===== config.mk =====
export PLATFORM = sky130hd
export DESIGN_NAME = ui_debounce
export DESIGN_NICKNAME = d
export VERILOG_FILES = /design/src/rtl/ui_debounce.sv
export SDC_FILE = /design/constraint.sdc
export NUM_CORES = 1
export LEC_CHECK = 0
export CORE_UTILIZATION = 58
export DETAILED_ROUTE_END_ITERATION = 16
export HOLD_SLACK_MARGIN = 0.05
export PLACE_DENSITY = 0.88
export SLEW_MARGIN = 30
export SYNTH_ARGS = -nofsm -noshare
export SYNTH_HDL_FRONTEND = slang
export SYNTH_SLANG_ARGS = --single-unit

===== constraint.sdc =====
create_clock -name clk -period 3.27 [get_ports clk]
set_input_delay 0.654 -clock clk [delete_from_list [all_inputs] [get_ports clk]]
set_output_delay 0.654 -clock clk [all_outputs]
set_load 0.005 [all_outputs]

===== src/rtl/ui_debounce.sv =====
// ui_debounce: two-flop synchroniser and word-wide debouncer with change and per-bit edge strobes
module ui_debounce #(
  parameter int WIDTH = 8,
  parameter int DB_CYCLES = 1000,
  parameter int CNT_W = 10
) (
  input  logic             clk,
  input  logic             rst,
  input  logic             ena,
  input  logic [WIDTH-1:0] raw_in,
  output logic [WIDTH-1:0] stable_out,
  output logic             changed,
  output logic [WIDTH-1:0] rise,
  output logic [WIDTH-1:0] fall
);
  typedef enum logic {IDLE, SETTLE} state_t;
  state_t state;
  logic [WIDTH-1:0] s1, s2, cand;
  logic [CNT_W-1:0] cnt;
  always_ff @(posedge clk) begin
    if (rst) begin
      s1 <= '0;
      s2 <= '0;
      cand <= '0;
      cnt <= '0;
      stable_out <= '0;
      changed <= 1'b0;
      rise <= '0;
      fall <= '0;
      state <= IDLE;
    end else if (!ena) begin
      changed <= 1'b0;
      rise <= '0;
      fall <= '0;
    end else begin
      s1 <= raw_in;
      s2 <= s1;
      changed <= 1'b0;
      rise <= '0;
      fall <= '0;
      if (state == IDLE) begin
        if (s2 != stable_out) begin
          cand <= s2;
          cnt <= '0;
          state <= SETTLE;
        end
      end else if (s2 == stable_out) begin
        state <= IDLE;
      end else if (s2 != cand) begin
        cand <= s2;
        cnt <= '0;
      end else if (cnt == CNT_W'(DB_CYCLES - 1)) begin
        stable_out <= cand;
        changed <= 1'b1;
        rise <= cand & ~stable_out;
        fall <= ~cand & stable_out;
        state <= IDLE;
      end else begin
        cnt <= cnt + 1'b1;
      end
    end
  end
endmodule


==> qor.txt <==
Post-CTS Resized = 0
sequential fraction of the synthesis area = 47.2%
Total GRT Usage = 25.6%
Worst-Margin Slew = 0.884 ns
worst flop-to-flop path startpoint = cnt[5]
synthesis-stage register bit count = 60
Worst-Skew Late Latency = 0.34 ns
Synth Flop Type = dfxtp_1
placer's final routability congestion estimate = 0.849
Area growth syn-to-layout = 21.6%
CP peak stage delay = 0.91 ns
Syn Area/Cell = 9.71 um^2
cts-stage hold buffer count = 0
CTS Buffer Depth = 2
core area = 4120 um^2
Compound-Gate Fraction of Synth Area = 12.1%
Synth Cell Area = 2540 um^2
Synth Area in Simple Gates = 24.0%
initial antenna violation count = 0
largest net degree at the start of global routing = 45
Post-CTS Setup Repair Bufs = 0
Num CTS Buffers = 9
NumNets Final = 308
Pwr Total = 1.45 mW
Worst Skew = 0.00994 ns
CP endpoint = fall[4]
Lkg Pwr = 1.03 nW
TritonCTS clock tree = built
root buffer cell = clkbuf_8
FF-to-FF setup slack = 0.56 ns
Final Hold Viols = 0
Crit. End Element = flop
Critical path origin = cnt[5]
Vias/cell = 6.14
vias in the first global route = 1783
DPL Wire Length = 3.63 mm
top-level I/O count = 36
initial DRC count = 184
CP Data Required Time = 3.51 ns
pwr/cell area = 469 nW/um^2
first-pass GRT wire length = 8.49 mm
initial core utilization = 61.8%
TritonRoute pass-1 iters = 5
Remaining DRCs = 0
max_cap viols = 0
Clock Pin Slew Worst Setup and Hold Paths = 0.07 ns
Setup CP Type = reg2reg
setup violators final = 0
Tcrit/Tclk final = 83.0%
Hold Path Class = reg2reg
Filler cells = 292
DRT antenna net count = 0
Cells after Synth = 262
crit path max fanout = 17
status = complete, no violations
Slowest cell on crit path = or4_1
post-synthesis xor/xnor area fraction = 5.51%
critical path arrival = 2.95 ns
RSZ-0062 raised after global routing = no
antenna cells = 0
main combinational cell family by area after synthesis = simple AND/OR/NAND/NOR gates
Die Area = 4650 um^2
via total after detailed routing = 2150
critical path cell sequence = nand4_1, nor4b_1, nand3_1, buf_4, or4_1, nor3b_1
area of the multi-input gates = 1240 um^2
mux contribution to synthesized area = 6.30%
Setup crit start kind = flop
Die W = 68.2 um
Overflow after GRT = 0
worst reg2reg path depth = 6
Port Buf Inserts = 35
row count = 23
total negative slack = 0 ns
Max transition margin = 40.6%
Sinks on Clock Net = 60
WL final = 5.50 mm
wire length per cell = 15.7 um
H-tree levels = 3
maximum VDD drop = 367 uV
share of cells above drive strength 1 = 12.0%
synth warn = 0
Synth Area in Adders = 0.492%
RR Endpoint = fall[4]
fmax = 0.369 GHz
post-layout min period = 2.71 ns
Syn Nets = 274
Die H = 68.2 um
register area = 1200 um^2
synth unique cells = 41
Post-synth EDFFs = 0
Slew Limit Fails = 0
fraction of registers with async set/reset = 0%
## metal layers
metal  GRT usage [%]  wire [um]  part of all wire [%]  vias to the layer above
met5               0          0                     0                        -
met2            36.3       2480                    45                      102
met1            33.7       2500                    45                     1001
met4            17.4        106                   1.9                        0
li1                -          -                     -                     1035
met3            6.50        415                   7.5                       12
## flip-flops by register name (all words and copies together) (netlist names)
| signal | flops |
|---|---|
| cand | 8 |
| stable_out | 8 |
| s2 | 8 |
| cnt | 10 |
| rise | 8 |
| fall | 8 |
| s1 | 8 |
| state | 1 |
| changed | 1 |
## cells in the final DEF (no fill, tap or decap), types with 2 or more instances in the layout
| master | Yosys | layout |
|---|---|---|
| nor2_1 | 17 | 17 |
| o31ai_1 | 8 | 8 |
| clkdlybuf4s50_1 | 0 | 35 |
| nand2_1 | 6 | 6 |
| clkbuf_8 | 0 | 11 |
| nor4b_1 | 2 | 2 |
| clkinv_2 | 0 | 2 |
| nor2b_1 | 2 | 2 |
| nor4_1 | 5 | 5 |
| nand3_1 | 15 | 15 |
| buf_4 | 0 | 7 |
| nor3b_2 | 9 | 9 |
| o21ai_0 | 13 | 13 |
| nand4b_1 | 4 | 4 |
| clkinvlp_4 | 0 | 2 |
| nand4_1 | 13 | 13 |
| o32ai_1 | 2 | 2 |
| o21a_1 | 2 | 2 |
| xnor2_1 | 16 | 16 |
| nor3_1 | 4 | 3 |
| inv_1 | 4 | 4 |
| dfxtp_1 | 60 | 60 |
| a21oi_1 | 22 | 22 |
| nor3b_1 | 7 | 7 |
| mux2i_1 | 16 | 16 |
## report_power, final
group          switching, mW  internal, mW
combinational         0.0718        0.0443
sequential            0.0113         0.743
clock                  0.273         0.309
## cell families (layout without fill, tap and decap cells)
kind of cell,after synthesis,count (layout)
compound gates,52,52
xor+xnor,16,16
fa+ha+maj,1,1
buf+inv,23,61
flops,60,60
mux,16,16
simple gates,94,94
## per-stage QoR
step	instances	cell area [um^2]	utilization (%)	hold slack (ns)	setup slack [ns]
after floorplan	262	2540	-	0.457	1.00
after global placement	335	2920	70.9	0.473	0.842
after detailed placement	335	2920	70.9	0.483	0.623
after CTS	350	3090	75.2	0.498	0.552
after global routing	350	3090	75.2	0.520	0.390
final	350	3090	75.2	0.496	0.557
## cells in the mapped netlist (all sizes together) (4+ instances only)
cell type / number / area [um^2]
nand4b: 4 / 35.0
dfxtp: 60 / 1200
nor4: 6 / 43.8
inv: 4 / 15.0
o21ai: 14 / 70.1
mux2i: 16 / 160
nor2: 17 / 63.8
nor3b: 16 / 165
nor3: 4 / 20.0
buf: 4 / 40.0
nand4: 14 / 93.8
a21oi: 22 / 110
nand3: 16 / 85.1
o31ai: 8 / 60.1
clkbuf: 15 / 56.3
xnor2: 16 / 140
nand2: 6 / 22.5
## critical path: cells and delay by family (launching register included)
kind	cells	cell delay, ns
and+or+nand+nor	5	2.01
DFF	1	0.42
buffers and inverters	1	0.20
## worst min path at each step
stage                start  slack (ns)      to  cells after the start
floorplan           cnt[8]        0.46  cnt[8]                      2
global placement     s1[4]        0.47   s2[4]                      2
detailed placement   s1[4]        0.48   s1[4]                      2
CTS                  s1[4]        0.50   s1[4]                      2
global route         s1[6]        0.52   s1[6]                      2
finish               s1[4]        0.50   s1[4]                      2
## final cells by class
class | instances | area share [%]
clock buffer | 11 | 4.89
timing repair buffer | 42 | 13.0
clock inverter | 4 | 0.809
multi-input combinational | 179 | 40.0
sequential | 60 | 38.8
inverter | 4 | 0.485
tap | 50 | 2.02
Power figures use the tool's default switching activity.
